## src/rtl/motor_seq_pkg.sv

```systemverilog
// rtl/motor_seq_pkg.sv - shared encodings, PWM period and direction-to-mask helper for the motor sequencer
package motor_seq_pkg;

    typedef enum logic [1:0] {
        DIR_STOP  = 2'b00,
        DIR_FWD   = 2'b01,
        DIR_RIGHT = 2'b10,
        DIR_LEFT  = 2'b11
    } dir_e;

    typedef enum logic [1:0] {
        ST_IDLE  = 2'b00,
        ST_BRAKE = 2'b01,
        ST_RAMP  = 2'b10,
        ST_RUN   = 2'b11
    } state_e;

    localparam int PWM_PERIOD = 255;

    // Bridge enables as {A_d, A_i, B_d, B_i}
    function automatic logic [3:0] dir_mask(input dir_e dir);
        logic [3:0] mask;
        case (dir)
            DIR_FWD:   mask = 4'b1010;
            DIR_RIGHT: mask = 4'b1001;
            DIR_LEFT:  mask = 4'b0110;
            default:   mask = 4'b0000;
        endcase
        return mask;
    endfunction

endpackage

```

## src/rtl/motor_pwm_gen.sv

```systemverilog
// rtl/motor_pwm_gen.sv - free-running 255-step PWM counter and duty compare
module motor_pwm_gen
    import motor_seq_pkg::*;
(
    input  logic       clk,
    input  logic       rst_n,
    input  logic [7:0] duty_cur,
    output logic       pwm
);

    localparam logic [7:0] CNT_LAST = 8'(PWM_PERIOD - 1);

    logic [7:0] pwm_cnt_q;
    logic [7:0] pwm_cnt_d;

    // Counter wraps after CNT_LAST so duty 255 keeps the output high for the whole period
    always_comb begin
        pwm_cnt_d = pwm_cnt_q + 8'd1;
        if (pwm_cnt_q == CNT_LAST) begin
            pwm_cnt_d = 8'd0;
        end
    end

    // Counter register
    always_ff @(posedge clk or negedge rst_n) begin
        if (!rst_n) begin
            pwm_cnt_q <= 8'd0;
        end else begin
            pwm_cnt_q <= pwm_cnt_d;
        end
    end

    assign pwm = (pwm_cnt_q < duty_cur);

endmodule

```

## src/rtl/motor_drive_sequencer.sv

```systemverilog
// rtl/motor_drive_sequencer.sv - dead-time direction sequencer with duty ramp; soft start via MOTOR_SEQ_SOFT_START_EN
module motor_drive_sequencer
    import motor_seq_pkg::*;
#(
    parameter int DEAD_CYCLES = 1000,
    parameter int RAMP_DIV    = 2550,
    parameter int RAMP_STEP   = 8
) (
    input  logic       clk,
    input  logic       rst_n,
    input  logic       cfg_we,
    input  logic [7:0] cfg_duty,
    input  logic       cmd_valid,
    input  logic [1:0] cmd_dir,
    output logic       cmd_ready,
    output logic [3:0] motor_out,
    output logic       busy
);

    localparam int DEAD_W = (DEAD_CYCLES > 1) ? $clog2(DEAD_CYCLES) : 1;
    localparam int RAMP_W = (RAMP_DIV > 1) ? $clog2(RAMP_DIV) : 1;
    localparam logic [DEAD_W-1:0] DEAD_LAST = DEAD_W'(DEAD_CYCLES - 1);
    localparam logic [RAMP_W-1:0] RAMP_LAST = RAMP_W'(RAMP_DIV - 1);
    localparam logic [7:0]        STEP      = 8'(RAMP_STEP);

    state_e            state_q, state_d;
    dir_e              cur_dir_q, cur_dir_d;
    dir_e              next_dir_q, next_dir_d;
    logic [7:0]        duty_cur_q, duty_cur_d;
    logic [7:0]        duty_target_q, duty_target_d;
    logic [DEAD_W-1:0] dead_cnt_q, dead_cnt_d;
    logic [RAMP_W-1:0] ramp_cnt_q, ramp_cnt_d;
    logic [3:0]        motor_out_q, motor_out_d;

    logic       pwm;
    logic       cmd_accept;
    logic       dir_change;
    dir_e       cmd_dir_e;
    logic [7:0] ramp_next;

    motor_pwm_gen u_pwm (
        .clk      (clk),
        .rst_n    (rst_n),
        .duty_cur (duty_cur_q),
        .pwm      (pwm)
    );

    assign cmd_dir_e  = dir_e'(cmd_dir);
    assign cmd_ready  = (state_q != ST_BRAKE);
    assign cmd_accept = cmd_valid & cmd_ready;
    assign dir_change = cmd_accept & (cmd_dir_e != cur_dir_q);
    assign busy       = (state_q == ST_BRAKE) || (state_q == ST_RAMP);
    assign motor_out  = motor_out_q;

    // One ramp step toward the target, clamped so it lands exactly on it
    always_comb begin
        ramp_next = duty_cur_q;
        if (duty_target_q > duty_cur_q) begin
            ramp_next = ((duty_target_q - duty_cur_q) > STEP) ? duty_cur_q + STEP : duty_target_q;
        end else if (duty_target_q < duty_cur_q) begin
            ramp_next = ((duty_cur_q - duty_target_q) > STEP) ? duty_cur_q - STEP : duty_target_q;
        end
    end

    // Sequencer next-state: dead-time on every direction change, then ramp or jump to target
    always_comb begin
        state_d       = state_q;
        cur_dir_d     = cur_dir_q;
        next_dir_d    = next_dir_q;
        duty_cur_d    = duty_cur_q;
        duty_target_d = cfg_we ? cfg_duty : duty_target_q;
        dead_cnt_d    = dead_cnt_q;
        ramp_cnt_d    = ramp_cnt_q;

        case (state_q)
            ST_IDLE: begin
                if (cmd_accept && (cmd_dir_e != DIR_STOP)) begin
                    next_dir_d = cmd_dir_e;
                    duty_cur_d = 8'd0;
                    dead_cnt_d = '0;
                    state_d    = ST_BRAKE;
                end
            end
            ST_BRAKE: begin
                if (dead_cnt_q == DEAD_LAST) begin
                    cur_dir_d  = next_dir_q;
                    ramp_cnt_d = '0;
                    if (next_dir_q == DIR_STOP) begin
                        state_d = ST_IDLE;
                    end else begin
`ifdef MOTOR_SEQ_SOFT_START_EN
                        state_d = ST_RAMP;
`else
                        duty_cur_d = duty_target_q;
                        state_d    = ST_RUN;
`endif
                    end
                end else begin
                    dead_cnt_d = dead_cnt_q + 1'b1;
                end
            end
            ST_RAMP: begin
                if (dir_change) begin
                    next_dir_d = cmd_dir_e;
                    duty_cur_d = 8'd0;
                    dead_cnt_d = '0;
                    state_d    = ST_BRAKE;
                end else if (duty_cur_q == duty_target_q) begin
                    state_d = ST_RUN;
                end else if (ramp_cnt_q == RAMP_LAST) begin
                    ramp_cnt_d = '0;
                    duty_cur_d = ramp_next;
                end else begin
                    ramp_cnt_d = ramp_cnt_q + 1'b1;
                end
            end
            default: begin
                if (dir_change) begin
                    next_dir_d = cmd_dir_e;
                    duty_cur_d = 8'd0;
                    dead_cnt_d = '0;
                    state_d    = ST_BRAKE;
                end else begin
`ifdef MOTOR_SEQ_SOFT_START_EN
                    if (duty_cur_q != duty_target_q) begin
                        ramp_cnt_d = '0;
                        state_d    = ST_RAMP;
                    end
`else
                    duty_cur_d = duty_target_q;
`endif
                end
            end
        endcase
    end

    // Output gating: only RAMP/RUN may drive the bridges
    always_comb begin
        motor_out_d = 4'b0000;
        if ((state_q == ST_RAMP) || (state_q == ST_RUN)) begin
            motor_out_d = dir_mask(cur_dir_q) & {4{pwm}};
        end
    end

    // State and output registers; reset drops the bridges immediately
    always_ff @(posedge clk or negedge rst_n) begin
        if (!rst_n) begin
            state_q       <= ST_IDLE;
            cur_dir_q     <= DIR_STOP;
            next_dir_q    <= DIR_STOP;
            duty_cur_q    <= 8'd0;
            duty_target_q <= 8'd0;
            dead_cnt_q    <= '0;
            ramp_cnt_q    <= '0;
            motor_out_q   <= 4'b0000;
        end else begin
            state_q       <= state_d;
            cur_dir_q     <= cur_dir_d;
            next_dir_q    <= next_dir_d;
            duty_cur_q    <= duty_cur_d;
            duty_target_q <= duty_target_d;
            dead_cnt_q    <= dead_cnt_d;
            ramp_cnt_q    <= ramp_cnt_d;
            motor_out_q   <= motor_out_d;
        end
    end

endmodule
```

## config.mk

```make
export PLATFORM = sky130hd
export DESIGN_NAME = motor_drive_sequencer
export DESIGN_NICKNAME = d
export VERILOG_FILES = /design/src/rtl/motor_seq_pkg.sv /design/src/rtl/motor_pwm_gen.sv /design/src/rtl/motor_drive_sequencer.sv
export SDC_FILE = /design/constraint.sdc
export NUM_CORES = 1
export LEC_CHECK = 0
export ABC_AREA = 1
export ABC_CLOCK_PERIOD_IN_PS = 5050
export CAP_MARGIN = 20
export CORE_MARGIN = 4
export CORE_UTILIZATION = 52
export DETAILED_ROUTE_END_ITERATION = 12
export PLACE_DENSITY_LB_ADDON = 0.3
export SLEW_MARGIN = 10
export SYNTH_ARGS = -nofsm -noshare
export SYNTH_HDL_FRONTEND = slang
export SYNTH_SLANG_ARGS = --single-unit
```

## constraint.sdc

```tcl
create_clock -name clk -period 5.05 [get_ports clk]
set_input_delay 1.01 -clock clk [delete_from_list [all_inputs] [get_ports clk]]
set_output_delay 1.01 -clock clk [all_outputs]
set_load 0.1 [all_outputs]
```

== After elaboration in Yosys (flattened, before gate mapping) ==
Cells that the tools add are included.
Word-level totals
  word-level logic and storage cells: 98
  memory bits (writable): 0
  output and inout port bits: 6
  memories: 0
  bits in read-only memories: 0
  input port bits: 14
  latch bits: 0
  flip-flop bits (word level): 56
Operators by class
  $lt $le $gt $ge: 5
  multipliers: 0
  muxes and demuxes: 35
  bitwise logic cells: 4
  divide/modulo/power cells: 0
  equality and inequality tests: 22
  reduce and logical (&&, ||, !) cells: 16
  add/subtract/negate cells: 7
  shifts and indexed selects: 0
Operator list (count)
  $mux 8: 12
  $mux 12: 4
  $mux 10: 3
  $pmux 12 s2: 1
  $pmux 8 s3: 1
  $pmux 10 s2: 1
  $gt 8x4->1 const B: 2
  $lt 8x8->1: 2
  $mux 2: 8
  $sub 8x8->8: 2
  $add 12x1->12 const B: 1
  $eq 12x12->1 const B: 1
  $pmux 4 s3: 1
  $add 10x1->10 const B: 1
  $eq 10x10->1 const B: 1
  $ne 2x2->1 const B: 5
  $add 8x1->8 const B: 1
  $add 8x4->8 const B: 1
  $eq 2x2->1 const B: 4
  $eq 8x8->1: 1
  $eq 8x8->1 const B: 1
  $gt 8x8->1: 1
  $mux 4: 2
  $reduce_and 4->1: 2
  other kinds (21): 30

== Longest topological paths before layout ==
  depth in word-level cells: 9
  gate-level depth with buffers: 19

== Modules after synthesis ==
Synthesis repeated with hierarchy kept, for this count alone.
Second synthesis, totals
  cells, all modules: 608
  area total of the unflattened synthesis: 4296.6 um2
Modules (own cells, without submodules)
  motor_drive_sequencer: seq. area each 1201.2 um2, instances 1, cells an instance 533, area each 3706.1 um2
  motor_pwm_gen: seq. area each 200.2 um2, instances 1, cells an instance 75, area each 590.6 um2

== Least setup slack after synthesis ==
Ideal clock, no wire load.
  path kind: reg2out
  start: register state_q[1]
  end: output cmd_ready
  setup slack: 2.709 ns
  cell stages (with the launch flop): 4
  data arrival time: 1.331 ns
  path through: dfrtp_1 -> inv_1 -> ha_1 -> inv_1
Between the ends
  cells in the longest elaborated chain, start to end: 1
Ends and longest elaborated chain
  start, declared: RTL line motor_drive_sequencer.sv:26  | state_e state_q, state_d;
  start signal, assigned: RTL line motor_drive_sequencer.sv:157  | state_q <= state_d;
  $ne 2x1->1: RTL line motor_drive_sequencer.sv:49  | assign cmd_ready = (state_q != ST_BRAKE);
  end, declared: RTL line motor_drive_sequencer.sv:15  | output logic cmd_ready,
No other way between the ends.

== Final worst setup path ==
Ends and elaborated chain as after synthesis.

==> impl_metrics.csv <==
group,metric,value,unit
placement,gp_congestion,0.901,
floorplan,core_region_area,7810,µm²
sta,period_needed,3.67,ns
worst_setup_path,end_kind,"primary output",
detailed_routing,drc,0,
worst_setup_path,start_kind,"flop",
worst_setup_path,critPathSlowestCell,"clkdlybuf4s50_1",
sta,final-max-slew-violation-count,0,
sta,fmaxAchievable,273,MHz
grt,antenna_found_initial,0,
worst_setup_path,crit_path_cell_trace,"inv_1 -> ha_1 -> inv_1 -> clkdlybuf4s50_1",
synthesis,yosysWarnings,0,
placement,hpwlAfterDp,7270,µm
hold_path,min_path_type,"flop to flop",
power_and_ir_drop,p_leak,0.00231,µW
job,drv_cap,0,
floorplan,die_h,98.1,µm
grt,grt-ovfl-total,0,
grt,grt_max_degree,57,
worst_setup_path,cp_slowest_stage_delay,1.03,ns
sta,skew,0.0157,ns
detailed_routing,vias,3768,
sta,period_share,0.726,
sta,final_hold_viol_count,0,
placement,portBuffers,19,
power_and_ir_drop,power.density,504,nW/µm²
synthesis,syn_area,4220,µm²
synthesis,yosysSeqAreaShare,0.332,
clocking,clkLatencyLatePin,0.32,ns
detailed_routing,drtIter0Drc,131,
floorplan,die_w,98.1,µm
clocking,hold_buffers,0,
clocking,clock-sinks,56,
grt,grt_usage,0.205,
detailed_routing,wl,9250,µm
sta,tns,0,ns
power_and_ir_drop,ir_drop,0.478,mV
synthesis,synth_nets,634,
clocking,cts_made_buffers,5,
worst_setup_path,crit_buf_inv,3,
status,status,"complete, no violations",
final_layout,layout.nets,656,
worst_setup_path,crit_arrival,2.66,ns
clocking,clk_path_buf_depth,2,
clocking,cts_tree,"yes",
floorplan,rows,32,
sta,worst_pin_slew,0.982,ns
synthesis,synth.distinct_cells,40,
worst_setup_path,crit_family,"buffers and inverters",
clocking,clk_pin_slew_worst_paths,0.10,ns
synthesis,synth-edff-count,0,
floorplan,dieArea,9620,µm²
worst_setup_path,worstSetupPathType,"flop to primary output",
clocking,cts_max_level,2,
sta,max_slew_margin,0.343,
synthesis,synthCells,581,
detailed_routing,vias_per_cell,5.34,
sta,rsz0062_at_grt,"no",
final_layout,syn_to_final_growth,9.13,%
synthesis,async_flop_share,1.00,
synthesis,dominantRegCellSynth,"dfrtp_1",
final_layout,drive_gt1_frac,0.0778,
clocking,cts_root_buf,"clkbuf_8",
grt,grt_pass1_vias,3684,
floorplan,pin_count,20,
worst_setup_path,cp.required,4.04,ns
sta,setup_viol,0,
floorplan,start_util,0.540,
detailed_routing,dr.pass1.iters,4,
worst_setup_path,cp_common_cell,"inv_1",
detailed_routing,postRouteAntennaNets,0,
power_and_ir_drop,power,2320,µW
grt,grt_pass1_wl,16600,µm
worst_setup_path,path_max_fanout,13,
detailed_routing,wl_per_cell,13.1,µm
clocking,cts_resized,0,
synthesis,avgSynthCellArea,7.26,µm²
synthesis,ys_ff_latch,56,
clocking,post-cts-setup-buffer-count,0,
final_layout,insertedDiodeCount,0,
Yosys cell counts, types with 2 or more instances:
library cell / count / area share
nor4_1: 3 / 0.0044
buf_2: 3 / 0.0036
nand2_4: 4 / 0.011
inv_2: 7 / 0.0062
xor2_1: 9 / 0.019
o211ai_1: 4 / 0.0071
o31ai_1: 2 / 0.0036
nor2_2: 2 / 0.0030
nor2_4: 4 / 0.011
a21oi_1: 37 / 0.044
o21a_1: 2 / 0.0036
nor3_1: 11 / 0.013
nand2_1: 148 / 0.13
nand3_2: 3 / 0.0071
o21ai_0: 23 / 0.027
and3_1: 3 / 0.0044
inv_1: 84 / 0.075
nor3b_1: 5 / 0.0089
dfrtp_1: 56 / 0.33
nor2_1: 41 / 0.036
ha_1: 38 / 0.11
nand3_1: 52 / 0.062
a31oi_1: 6 / 0.0089
nand2_2: 9 / 0.013
nand4_1: 10 / 0.015
cell usage in the layout, fill, tap and decap left out, types with 4 or more instances in the layout:
cell type / Yosys / final
nor2_1: 41 / 41
nand2_4: 4 / 4
clkdlybuf4s50_1: 0 / 18
xor2_1: 9 / 9
nand2_1: 148 / 148
o21ai_0: 23 / 23
nor3_1: 11 / 11
o211ai_1: 4 / 4
a31oi_1: 6 / 6
nand4_1: 10 / 10
nor2_4: 4 / 4
a21oi_1: 37 / 37
dfrtp_1: 56 / 56
inv_2: 7 / 7
nand3_1: 52 / 52
inv_1: 84 / 84
ha_1: 38 / 38
clkbuf_8: 0 / 5
nor3b_1: 5 / 5
nand2_2: 9 / 9
final timing paths:
path / start / slack [ns] / to / cells past startpoint
setup / recovery: state_q[1] / 1.38 / cmd_ready / 4
hold / removal: dead_cnt_q[8] / 0.50 / dead_cnt_q[8] / 1
setup reg to reg: duty_cur_q[5] / 2.47 / duty_cur_q[0] / 12
hold reg to reg: dead_cnt_q[8] / 0.50 / dead_cnt_q[8] / 1
max in group asynchronous: rst_n / 3.76 / duty_target_q[6] / 2
min in group asynchronous: rst_n / 0.81 / dead_cnt_q[3] / 2
worst register-to-register path, cell delays in order (launching register included):
cell     delay, ns
dfrtp_1       0.48
inv_1         0.19
ha_1          0.43
nand2_1       0.12
nor2_1        0.06
nand3_1       0.16
inv_1         0.06
o21ai_0       0.15
nand3_1       0.37
a21oi_4       0.30
inv_2         0.07
nand2_1       0.06
nand2_1       0.05
sequential cells by signal, indices dropped and copies added, names as in the netlist:
| signal | flops |
|---|---|
| motor_out | 4 |
| ramp_cnt_q | 12 |
| u_pwm.pwm_cnt_q | 8 |
| next_dir_q | 2 |
| state_q | 2 |
| dead_cnt_q | 10 |
| cur_dir_q | 2 |
| duty_cur_q | 8 |
| duty_target_q | 8 |
cell families after synthesis:
group                    count (synthesis)  share of synthesized area
AO/OA/AOI/OAI                           82                      0.116
adder cells (fa/ha/maj)                 39                      0.117
flip-flops                              56                      0.332
AND/OR/NAND/NOR                        296                      0.322
multiplexers                             1                    0.00267
XOR/XNOR                                 9                     0.0187
buffers and inverters                   98                     0.0904
final cells by class:
| class | count | area [µm²] |
|---|---|---|
| clock inverters | 3 | 26.3 |
| inverters | 93 | 352 |
| fillers | 749 | 3200 |
| well taps | 102 | 128 |
| flip-flops and latches | 56 | 1400 |
| repair buffers | 20 | 193 |
| clock buffers | 5 | 68.8 |
| multi-input cells | 427 | 2440 |
metal layers:
layer,global-route usage,vias up,share of wire
met3,0.0250,14,0.023
met5,0,-,0
met2,0.353,60,0.49
li1,-,1928,-
met1,0.272,1766,0.47
met4,0.0543,0,0.013
per-stage QoR:
| step | area (µm²) | hold WS (ns) | utilization | cells | setup WS, ns |
|---|---|---|---|---|---|
| final | 4600 | 0.504 | 0.590 | 706 | 1.38 |
| after detailed placement | 4510 | 0.490 | 0.578 | 698 | 1.75 |
| after global routing | 4600 | 0.561 | 0.590 | 706 | 1.26 |
| after CTS | 4600 | 0.507 | 0.590 | 706 | 1.37 |
| after floorplan | 4220 | 0.453 | - | 581 | 2.71 |
| after global placement | 4510 | 0.483 | 0.578 | 698 | 1.81 |
where the power goes:
part / switching (µW) / internal, µW
sequential: 72.1 / 515
clock: 156 / 101
combinational: 994 / 482
No activity file was read; power rests on OpenSTA's default activity.
